### src/rtl/cpu_defs.sv
// Shared CPU definitions: CSR addresses, basic word types, CSR register layouts,
// software write masks and small helpers used by the CSR file.
package cpu_defs;

  typedef logic [13:0] csr_addr_t;
  typedef logic [31:0] u32_t;

  localparam csr_addr_t CSR_CRMD   = 14'h000;
  localparam csr_addr_t CSR_PRMD   = 14'h001;
  localparam csr_addr_t CSR_ECFG   = 14'h004;
  localparam csr_addr_t CSR_ESTAT  = 14'h005;
  localparam csr_addr_t CSR_ERA    = 14'h006;
  localparam csr_addr_t CSR_EENTRY = 14'h00C;
  localparam csr_addr_t CSR_SAVE0  = 14'h030;
  localparam csr_addr_t CSR_SAVE1  = 14'h031;
  localparam csr_addr_t CSR_SAVE2  = 14'h032;
  localparam csr_addr_t CSR_SAVE3  = 14'h033;
  localparam csr_addr_t CSR_TID    = 14'h040;
  localparam csr_addr_t CSR_TCFG   = 14'h041;
  localparam csr_addr_t CSR_TVAL   = 14'h042;
  localparam csr_addr_t CSR_TICLR  = 14'h044;

  // Bits software may change; everything outside a mask is hardware-owned or zero.
  localparam u32_t MASK_CRMD   = 32'h0000_01FF;
  localparam u32_t MASK_PRMD   = 32'h0000_0007;
  localparam u32_t MASK_ECFG   = 32'h0000_1BFF;
  localparam u32_t MASK_ESTAT  = 32'h0000_0003;
  localparam u32_t MASK_EENTRY = 32'hFFFF_FFC0;
  localparam u32_t MASK_FULL   = 32'hFFFF_FFFF;
  localparam u32_t MASK_NONE   = 32'h0000_0000;

  localparam u32_t CRMD_RESET  = 32'h0000_0008;

  typedef struct packed {
    logic [22:0] rsv;
    logic [1:0]  datm;
    logic [1:0]  datf;
    logic        pg;
    logic        da;
    logic        ie;
    logic [1:0]  plv;
  } crmd_t;

  typedef struct packed {
    logic [28:0] rsv;
    logic        pie;
    logic [1:0]  pplv;
  } prmd_t;

  typedef struct packed {
    logic        rsv31;
    logic [8:0]  esubcode;
    logic [5:0]  ecode;
    logic [2:0]  rsv13;
    logic [12:0] is;
  } estat_t;

  typedef struct packed {
    logic [29:0] initval;
    logic        periodic;
    logic        en;
  } tcfg_t;

  function automatic u32_t csr_wmask(input csr_addr_t addr);
    u32_t m;
    case (addr)
      CSR_CRMD:   m = MASK_CRMD;
      CSR_PRMD:   m = MASK_PRMD;
      CSR_ECFG:   m = MASK_ECFG;
      CSR_ESTAT:  m = MASK_ESTAT;
      CSR_EENTRY: m = MASK_EENTRY;
      CSR_ERA, CSR_SAVE0, CSR_SAVE1, CSR_SAVE2, CSR_SAVE3,
      CSR_TID, CSR_TCFG: m = MASK_FULL;
      default:    m = MASK_NONE;
    endcase
    return m;
  endfunction

  function automatic u32_t csr_merge(input u32_t old_v, input u32_t new_v, input u32_t mask);
    return (old_v & ~mask) | (new_v & mask);
  endfunction

endpackage

### src/rtl/csr_file_if.sv
// Bus between the core pipeline and the CSR file: write/read ports, exception
// and return commits, interrupt lines and the handler/return PCs.
interface csr_file_if;
  import cpu_defs::*;

  csr_addr_t  csr_addr;
  logic       csr_we;
  u32_t       csr_data;
  csr_addr_t  rd_addr;
  u32_t       rd_data;
  logic       excp_valid;
  logic [5:0] excp_ecode;
  u32_t       excp_pc;
  logic       ertn_valid;
  logic [7:0] hw_int;
  logic       int_pending;
  u32_t       eentry;
  u32_t       era;

  modport master (
    output csr_addr, csr_we, csr_data, rd_addr,
    output excp_valid, excp_ecode, excp_pc, ertn_valid, hw_int,
    input  rd_data, int_pending, eentry, era
  );

  modport slave (
    input  csr_addr, csr_we, csr_data, rd_addr,
    input  excp_valid, excp_ecode, excp_pc, ertn_valid, hw_int,
    output rd_data, int_pending, eentry, era
  );

endinterface

### src/rtl/csr_timer.sv
// Constant timer: loads TVAL on a TCFG write, counts down while enabled, raises a
// one-cycle fire strobe on the edge that reaches zero and optionally reloads.
module csr_timer
  import cpu_defs::*;
(
  input  logic        clk,
  input  logic        rst_n,
  input  logic        tcfg_we_i,
  input  logic [29:0] tcfg_init_i,
  input  tcfg_t       tcfg_i,
  output u32_t        tval_o,
  output logic        fire_o
);

  u32_t tval_q, tval_d;

  // A TCFG write restarts the count, so it also masks a fire due on that edge.
  assign fire_o = ~tcfg_we_i & tcfg_i.en & (tval_q == 32'd1);
  assign tval_o = tval_q;

  always_comb begin
    tval_d = tval_q;
    if (tcfg_we_i) begin
      tval_d = {tcfg_init_i, 2'b00};
    end else if (tcfg_i.en) begin
      if (tval_q != '0) begin
        tval_d = tval_q - 32'd1;
      end else if (tcfg_i.periodic) begin
        tval_d = {tcfg_i.initval, 2'b00};
      end
    end
  end

  always_ff @(posedge clk) begin
    if (!rst_n) begin
      tval_q <= '0;
    end else begin
      tval_q <= tval_d;
    end
  end

endmodule

### src/rtl/csr_file.sv
// CSR file: architectural control/status registers with exception entry and return,
// interrupt-pending generation and a combinational read port with write bypass.
module csr_file
  import cpu_defs::*;
(
  input logic       clk,
  input logic       rst_n,
  csr_file_if.slave bus
);

  crmd_t      crmd_q, crmd_d;
  prmd_t      prmd_q, prmd_d;
  u32_t       ecfg_q, ecfg_d;
  estat_t     estat_q, estat_d;
  u32_t       era_q, era_d;
  u32_t       eentry_q, eentry_d;
  u32_t [3:0] save_q, save_d;
  u32_t       tid_q, tid_d;
  tcfg_t      tcfg_q, tcfg_d;
  u32_t       tval;
  logic       timer_fire;
  logic       wr_en;
  logic       tcfg_we;
  u32_t       rd_raw;
  u32_t       rd_mask;

  // An exception commit squashes any write issued alongside it, bypass included.
  assign wr_en   = bus.csr_we & ~bus.excp_valid;
  assign tcfg_we = wr_en & (bus.csr_addr == CSR_TCFG);

  csr_timer u_timer (
    .clk         (clk),
    .rst_n       (rst_n),
    .tcfg_we_i   (tcfg_we),
    .tcfg_init_i (bus.csr_data[31:2]),
    .tcfg_i      (tcfg_q),
    .tval_o      (tval),
    .fire_o      (timer_fire)
  );

  always_comb begin
    rd_raw = '0;
    case (bus.rd_addr)
      CSR_CRMD:   rd_raw = u32_t'(crmd_q);
      CSR_PRMD:   rd_raw = u32_t'(prmd_q);
      CSR_ECFG:   rd_raw = ecfg_q;
      CSR_ESTAT:  rd_raw = u32_t'(estat_q);
      CSR_ERA:    rd_raw = era_q;
      CSR_EENTRY: rd_raw = eentry_q;
      CSR_SAVE0:  rd_raw = save_q[0];
      CSR_SAVE1:  rd_raw = save_q[1];
      CSR_SAVE2:  rd_raw = save_q[2];
      CSR_SAVE3:  rd_raw = save_q[3];
      CSR_TID:    rd_raw = tid_q;
      CSR_TCFG:   rd_raw = u32_t'(tcfg_q);
      CSR_TVAL:   rd_raw = tval;
      default:    rd_raw = '0;
    endcase
  end

  // Bypass shows the value the register will hold: hardware bits kept, software bits new.
  assign rd_mask     = csr_wmask(bus.rd_addr);
  assign bus.rd_data = (wr_en && (bus.csr_addr == bus.rd_addr))
                     ? csr_merge(rd_raw, bus.csr_data, rd_mask) : rd_raw;

  assign bus.int_pending = crmd_q.ie & (|(estat_q.is & ecfg_q[12:0]));
  assign bus.eentry      = eentry_q;
  assign bus.era         = era_q;

  always_comb begin
    crmd_d   = crmd_q;
    prmd_d   = prmd_q;
    ecfg_d   = ecfg_q;
    estat_d  = estat_q;
    era_d    = era_q;
    eentry_d = eentry_q;
    save_d   = save_q;
    tid_d    = tid_q;
    tcfg_d   = tcfg_q;

    estat_d.is[9:2] = bus.hw_int;

    if (wr_en) begin
      case (bus.csr_addr)
        CSR_CRMD:   crmd_d   = crmd_t'(csr_merge(crmd_q, bus.csr_data, MASK_CRMD));
        CSR_PRMD:   prmd_d   = prmd_t'(csr_merge(prmd_q, bus.csr_data, MASK_PRMD));
        CSR_ECFG:   ecfg_d   = csr_merge(ecfg_q, bus.csr_data, MASK_ECFG);
        CSR_ESTAT:  estat_d  = estat_t'(csr_merge(estat_d, bus.csr_data, MASK_ESTAT));
        CSR_ERA:    era_d    = bus.csr_data;
        CSR_EENTRY: eentry_d = csr_merge(eentry_q, bus.csr_data, MASK_EENTRY);
        CSR_SAVE0:  save_d[0] = bus.csr_data;
        CSR_SAVE1:  save_d[1] = bus.csr_data;
        CSR_SAVE2:  save_d[2] = bus.csr_data;
        CSR_SAVE3:  save_d[3] = bus.csr_data;
        CSR_TID:    tid_d    = bus.csr_data;
        CSR_TCFG:   tcfg_d   = tcfg_t'(bus.csr_data);
        CSR_TICLR:  if (bus.csr_data[0]) estat_d.is[11] = 1'b0;
        default:    ;
      endcase
    end

    // A fire on the same edge as a TICLR clear must not be lost.
    if (timer_fire) estat_d.is[11] = 1'b1;

    if (bus.excp_valid) begin
      prmd_d.pplv   = crmd_q.plv;
      prmd_d.pie    = crmd_q.ie;
      crmd_d.plv    = 2'b00;
      crmd_d.ie     = 1'b0;
      era_d         = bus.excp_pc;
      estat_d.ecode = bus.excp_ecode;
    end else if (bus.ertn_valid) begin
      crmd_d.plv = prmd_q.pplv;
      crmd_d.ie  = prmd_q.pie;
    end
  end

  always_ff @(posedge clk) begin
    if (!rst_n) begin
      crmd_q   <= crmd_t'(CRMD_RESET);
      prmd_q   <= '0;
      ecfg_q   <= '0;
      estat_q  <= '0;
      era_q    <= '0;
      eentry_q <= '0;
      save_q   <= '0;
      tid_q    <= '0;
      tcfg_q   <= '0;
    end else begin
      crmd_q   <= crmd_d;
      prmd_q   <= prmd_d;
      ecfg_q   <= ecfg_d;
      estat_q  <= estat_d;
      era_q    <= era_d;
      eentry_q <= eentry_d;
      save_q   <= save_d;
      tid_q    <= tid_d;
      tcfg_q   <= tcfg_d;
    end
  end

endmodule

### src/flat_wrapper.sv
// flat-port wrapper written by rule: the top's interface ports become plain ports
module csr_file_flat import cpu_defs::*;
  (clk, rst_n, bus_csr_addr, bus_csr_we, bus_csr_data, bus_rd_addr, bus_excp_valid, bus_excp_ecode, bus_excp_pc, bus_ertn_valid, bus_hw_int, bus_rd_data, bus_int_pending, bus_eentry, bus_era);
  csr_file_if bus_i ();
  input logic clk;
  input logic rst_n;
  input wire logic [$bits(bus_i.csr_addr)-1:0] bus_csr_addr;
  input wire logic [$bits(bus_i.csr_we)-1:0] bus_csr_we;
  input wire logic [$bits(bus_i.csr_data)-1:0] bus_csr_data;
  input wire logic [$bits(bus_i.rd_addr)-1:0] bus_rd_addr;
  input wire logic [$bits(bus_i.excp_valid)-1:0] bus_excp_valid;
  input wire logic [$bits(bus_i.excp_ecode)-1:0] bus_excp_ecode;
  input wire logic [$bits(bus_i.excp_pc)-1:0] bus_excp_pc;
  input wire logic [$bits(bus_i.ertn_valid)-1:0] bus_ertn_valid;
  input wire logic [$bits(bus_i.hw_int)-1:0] bus_hw_int;
  output wire logic [$bits(bus_i.rd_data)-1:0] bus_rd_data;
  output wire logic [$bits(bus_i.int_pending)-1:0] bus_int_pending;
  output wire logic [$bits(bus_i.eentry)-1:0] bus_eentry;
  output wire logic [$bits(bus_i.era)-1:0] bus_era;
  assign bus_i.csr_addr = bus_csr_addr;
  assign bus_i.csr_we = bus_csr_we;
  assign bus_i.csr_data = bus_csr_data;
  assign bus_i.rd_addr = bus_rd_addr;
  assign bus_i.excp_valid = bus_excp_valid;
  assign bus_i.excp_ecode = bus_excp_ecode;
  assign bus_i.excp_pc = bus_excp_pc;
  assign bus_i.ertn_valid = bus_ertn_valid;
  assign bus_i.hw_int = bus_hw_int;
  assign bus_rd_data = bus_i.rd_data;
  assign bus_int_pending = bus_i.int_pending;
  assign bus_eentry = bus_i.eentry;
  assign bus_era = bus_i.era;
  csr_file u_core (.clk(clk), .rst_n(rst_n), .bus(bus_i));
endmodule
### config.mk
export PLATFORM = sky130hd
export DESIGN_NAME = csr_file_flat
export DESIGN_NICKNAME = d
export VERILOG_FILES = /design/src/rtl/cpu_defs.sv /design/src/rtl/csr_file_if.sv /design/src/rtl/csr_timer.sv /design/src/rtl/csr_file.sv /design/src/flat_wrapper.sv
export SDC_FILE = /design/constraint.sdc
export NUM_CORES = 1
export LEC_CHECK = 0
export ABC_AREA = 1
export CORE_MARGIN = 2
export CORE_UTILIZATION = 50
export DETAILED_ROUTE_END_ITERATION = 8
export GPL_TIMING_DRIVEN = 0
export MAX_ROUTING_LAYER = met4
export PLACE_DENSITY = 0.73
export SYNTH_ARGS = -nofsm -noshare
export SYNTH_HDL_FRONTEND = slang
export SYNTH_HIERARCHICAL = 1
export SYNTH_SLANG_ARGS = --single-unit
### constraint.sdc
create_clock -name clk -period 3 [get_ports clk]
set_clock_uncertainty 0.2 [all_clocks]
set_input_delay 0.6 -clock clk [delete_from_list [all_inputs] [get_ports clk]]
set_output_delay 0.6 -clock clk [all_outputs]
set_load 0.05 [all_outputs]
* Yosys cells after proc, flatten, opt, wreduce, memory -nomap -nowiden
Index checks and enable logic that the tools add are counted.
** Storage, ports and cells
- Logic and storage cells :: 136
- Input port bits :: 111
- Output and inout bits :: 97
- RAM bits :: 0
- Memories kept :: 0
- ROM bits :: 0
- Latch bits :: 0
- Bits in registers :: 416
** Operators by class
- Reduce and logical (&&, ||, !) cells :: 37
- $add $sub $neg :: 1
- Multiplexer cells :: 23
- Shifts and indexed selects :: 0
- Divide/modulo/power cells :: 0
- Equal/unequal tests :: 27
- Multiply operators :: 0
- Magnitude comparators :: 0
- Bitwise operators :: 18
** Operators by type and width (count)
- $pmux W32 S13 :: 1
- $mux W32 :: 8
- $pmux W32 S6 :: 1
- $eq A14 B6 Y1 const B :: 8
- $eq A14 B3 Y1 const B :: 6
- $eq A14 B7 Y1 const B :: 6
- $and A32 B32 Y32 :: 2
- $reduce_and A2 Y1 :: 17
- $eq A32 B1 Y1 const B :: 1
- $not A32 Y32 :: 1
- $or A32 B13 Y32 :: 1
- $or A32 B2 Y32 :: 1
- $or A32 B3 Y32 :: 1
- $or A32 B32 Y32 :: 1
- $or A32 B9 Y32 :: 1
- $or A6 B32 Y32 :: 1
- $reduce_bool A32 Y1 :: 1
- $sub A32 B1 Y32 const B :: 1
- $eq A14 B1 Y1 const B :: 2
- $eq A14 B4 Y1 const B :: 2
- $logic_not A14 Y1 :: 2
- $mux W22 :: 1
- $mux W3 :: 6
- $reduce_bool A2 Y1 :: 9
- other kinds (16) :: 25

* Logic depth before layout (Yosys ltp)
- Depth after elaboration :: 8
- Depth in mapped cells :: 17
- Mapped depth without buffers :: 14

* By module
Netlist, hierarchy kept.
** Modules (own cells, without submodules)
- csr_file :: cells each 2013, times used 1, sequential area each 5825.6 um2, area an instance 13815.8 um2
- csr_timer :: cells each 550, times used 1, sequential area each 640.6 um2, area an instance 3022.9 um2

* Least setup slack after synthesis
No wires, ideal clock.
- Kind :: input port to output port
- Start :: in bus_rd_addr[8]
- End :: out bus_rd_data[11]
- Buffers on the path :: 2
- Setup slack :: -545 ps
- Stages :: 9
- Data required time :: 2200 ps
- Arrival time :: 2745 ps
- Cell sequence :: nor2_1 inv_2 nor2_4 buf_6 nand3_1 nor2_1 buf_2 o21ai_1 o21ai_0
** Between the ends
- Word-level cells in the longest chain between the ends :: 7
- Elaborated cells on any way between the ends :: 23
- Classes of those cells :: eq/ne: 13; mux: 3; bitwise: 4; reduce/logical: 3
** Ends and longest elaborated chain
- start, declared :: RTL line flat_wrapper.sv:10 : input wire logic [$bits(bus_i.rd_addr)-1:0] bus_rd_addr;
- $eq A14 B3 Y1, or another cell as far along :: RTL line cpu_defs.sv:66, csr_file.sv:43
- $reduce_or A7 Y1 :: RTL line cpu_defs.sv:66 : case (addr)
- $pmux W32 S6 :: RTL line cpu_defs.sv:66
- $not A32 Y32 :: RTL line cpu_defs.sv:80 : return (old_v & ~mask) | (new_v & mask);
- $and A32 B32 Y32 :: RTL line cpu_defs.sv:80
- $or A32 B32 Y32 :: RTL line cpu_defs.sv:80
- $mux W32 * :: RTL line csr_file.sv:64 : ? csr_merge(rd_raw, bus.csr_data, rd_mask) : rd_raw;
- end, declared :: RTL line flat_wrapper.sv:16 : output wire logic [$bits(bus_i.rd_data)-1:0] bus_rd_data;
Mark *: on every way between the ends. The rest lies on a longest branch, timed or not.

* Worst setup path in the final report
- Start :: in bus_rd_addr[5]
- End :: out bus_rd_data[26]
The elaborated chain is that of the path after synthesis.

==> summary.txt <==
STA
  – Final Hold Fails: 0
  – F_max: roughly 300 MHz
  – Crit share post-route: 113%
  – Unrepaired setup endpoints after global routing: true
  – Worst-Margin Slew: 0.972 ns
  – Setup tns final: -8.56 ns
  – Min Hold Slack: 0.276 ns
  – Post-layout min period: approximately 3.4 ns
  – Rel. slew slack: between 30 and 40%
  – PnR worst setup slack: -0.383 ns
  – Final setup fails: 40
  – Pins Over Slew Limit: 0

Worst setup path
  – Worst Setup SP: bus_rd_addr[5]
  – R2r worst-path depth: 10
  – CP max stage delay: 0.35 ns
  – End of the critical path: bus_rd_data[26]
  – Worst-path fanout max: 10
  – Most frequent CP cell: nand2_1
  – CP Class: primary input to output pin
  – Critical Path Sink Type: output pin
  – Worst r2r src: u_core/u_timer/tval_o[0]
  – Worst r2r dst: u_core/u_timer/tval_o[14]
  – CP Launch Type: primary input
  – CP max-delay cell: nor2_1
  – Flop2flop setup slack: 0.48 ns
  – CP Data Arrival Time: around 2.6 ns
  – Critical Path RT: 2.20 ns
  – Crit path cell chain: buf_2 -> nand2_1 -> inv_1 -> nand2_4 -> buf_6 -> nor2_4 -> nand2_8 -> inv_8 -> buf_8 -> nand2_1 -> nand2_1 -> nor2_1 -> nand4_1 -> nand2_2 -> nand2_4 -> buf_8

GRT
  – Total GRT Usage: 45.9%
  – Pin count of the biggest net entering global routing: 16
  – Met1 global-route usage: between 50% and 60%
  – Vias in the first global route: 19025
  – Routing usage on met2: 68.3%
  – Top Usage Layer GRT: met2
  – Total gr overflow: 0
  – Initial antenna violation count: 5
  – Met3 Use GR: about 14%
  – First-pass GRT wire length: 118000 um

Final layout
  – Fill cells: slightly below 3000
  – Non-Filler Instances: 3359
  – Final core occ: 68.9%
  – Design Area, Final: about 23000 um2
  – Final-stage net count: 2993
  – Area added between synthesis and finish: 36.5%
  – Share of post-route cells with drive strength above 1: 19.7%

Logic synthesis
  – Area share of fa/ha/maj cells after synthesis: less than 1%
  – Post-synthesis mux area share: 0%
  – Flop and latch count out of synthesis: 323
  – Top_reg_cell synth: dfxtp_1
  – Yosys Warn Count: 6
  – Share of the synthesized area in the top cell type: just under 40%
  – Synth Cell Area: ~17000 um2
  – Most instantiated cells after synthesis: nand2_1, dfxtp_1, nor2_1
  – Sequential share of the synthesized area: 38.4%
  – Synth area leader: dfxtp_1
  – Most frequent cell after synthesis: nand2_1
  – Synth Area in XOR/XNOR: 0.728%
  – Synth area leaders: dfxtp_1, nand2_1, a21oi_1, nor2_1, o21ai_0
  – Async set or reset register ratio after synthesis: 0%
  – Post-Syn Area per Cell: 6.57 um2
  – Post-synth EDFFs: 0
  – Largest family of logic cells by synthesized area: simple AND/OR/NAND/NOR gates
  – Compound-Gate Fraction of Synth Area: 19.5%
  – Simple-Gate Fraction of Synth Area: 32.4%
  – Synth Instances: 2563
  – Cell variety after synth: 50

Placed design
  – DP HPWL: roughly 60000 um
  – Placer Congestion: 1.07
  – Area post-placement: 19400 um2
  – Count of input and output buffers: 201
  – Post-Place Cells: 3217
  – Worst slack, placed: -2.03 ns

Route
  – 1st-iter DRT viols: 3187
  – Drt drc: 0
  – Drt pass-1 iters: 9
  – Post-route ant nets: 0
  – Via density: ~6.1
  – Routed vias: 20448
  – WL per Instance: 24.3 um
  – Total wire length: 81600 um

Pwr
  – Leak: 10.3 nW
  – Total power per unit cell area: roughly 420 nW/um2
  – Peak VDD IR: 0.000386 V
  – Total power: 9.71 mW

Die
  – Core ar.: 33400 um2
  – Die Ht: 188 um
  – FP Rows: 67
  – Initial core utilization: 50.5%
  – Die X-Extent: 188 um
  – I/O pin cnt: ~210
  – Die Area: between 30000 and 40000 um2

Clock network
  – Post-CTS Hold Buffers: 0
  – Clock Tree Buf Depth: 3
  – H-tree Lvls: 2
  – Latest clock arrival within the worst-skew pair: 0.53 ns
  – Total CTS buffers: 36
  – Clock slew at reported path FFs: 0.06 ns
  – Root buffer cell: clkbuf_16
  – CTS tree: done
  – # clock sinks: 323

Outcome
  – Failing checks: setup timing
  – Status: complete, but fails checks

Flow run
  – Maxcap violations: 0

Min path
  – Hold crit path type: register to register
[area by class of cell]
type	instances	area [um2]	area share (%)
buffer	141	975	4.24
clock buffer	50	1030	4.50
inverter	199	798	3.47
clock inverter	15	158	0.686
tap	448	561	2.44
timing repair buffer	276	2930	12.7
sequential	323	6470	28.1
multi-input combinational	1902	10100	43.8
antenna	5	12.5	0.0544
[placed cells by master (no fill, tap or decap), drive strengths merged]
cell / instances
buf: 199
nor2: 333
diode: 5
inv: 189
nand3: 130
clkdlybuf4s15: 5
bufinv: 2
o211ai: 4
o21a: 1
clkinv: 20
nand2: 760
xor2: 13
or2: 5
ha: 3
nor3b: 2
clkbuf: 118
nor4: 4
a221oi: 2
xnor2: 1
o2bb2ai: 1
nand4: 39
a211oi: 73
clkinvlp: 3
a22o: 4
conb: 6
a21oi: 242
dlygate4sd2: 7
nand3b: 7
a31oi: 32
o21ai: 218
nor3: 19
a311oi: 3
clkdlybuf4s50: 138
dfxtp: 323
[repair_timing]
action                     in CTS  in global routing
gates resized for setup       705                129
pin swaps                     101                 63
setup endpoints to repair      66                107
cloned                          7                  1
setup buffers                  48                 20
[report_power, final]
part           total (mW)  internal [mW]  switching [mW]  leakage [nW]
combinational       0.834          0.268           0.566          7.11
clock                4.51           2.61            1.89         0.594
sequential           4.37           4.33          0.0428          2.61
[kinds of logic after synthesis]
group | Yosys count
DFF | 323
other | 1
and+or+nand+nor | 1299
AOI/OAI and AO/OA | 580
buffers and inverters | 343
xor gates and xnor gates | 14
adders and majority gates | 3
[sequential cells by signal, indices dropped and copies added (netlist names)]
signal	flops
u_core/tcfg_q	32
u_core/bus.eentry	26
u_core/prmd_q	3
u_core/bus.era	32
u_core/ecfg_q	12
u_core/tid_q	32
u_core/u_timer/tval_o	32
u_core/save_q	128
u_core/estat_q	17
u_core/crmd_q	9
[layer usage]
| layer | up-vias | share of wire, % |
|---|---|---|
| met2 | 1606 | 44 |
| met5 | - | 0 |
| met3 | 369 | 14 |
| met1 | 9427 | 37 |
| met4 | 0 | 5.5 |
| li1 | 9046 | - |
[critical path, delay by kind of cell]
| kind | cells | cell delay (ns) |
|---|---|---|
| AND/OR/NAND/NOR | 10 | 1.27 |
| buffers and inverters | 6 | 0.69 |
[worst min-delay path by stage]
stage | cells past startpoint | to | startpoint | slack (ns)
after global placement | 2 | u_core/tcfg_q[21] | u_core/tcfg_q[21] | 0.25
after floorplan | 2 | u_core/tcfg_q[12] | u_core/tcfg_q[12] | 0.24
final | 2 | u_core/tcfg_q[18] | u_core/tcfg_q[18] | 0.28
after global routing | 2 | u_core/tcfg_q[12] | u_core/tcfg_q[12] | 0.31
after detailed placement | 2 | u_core/tcfg_q[19] | u_core/tcfg_q[19] | 0.25
after CTS | 2 | u_core/tcfg_q[18] | u_core/tcfg_q[18] | 0.27
No activity file was read; power rests on OpenSTA's default activity.
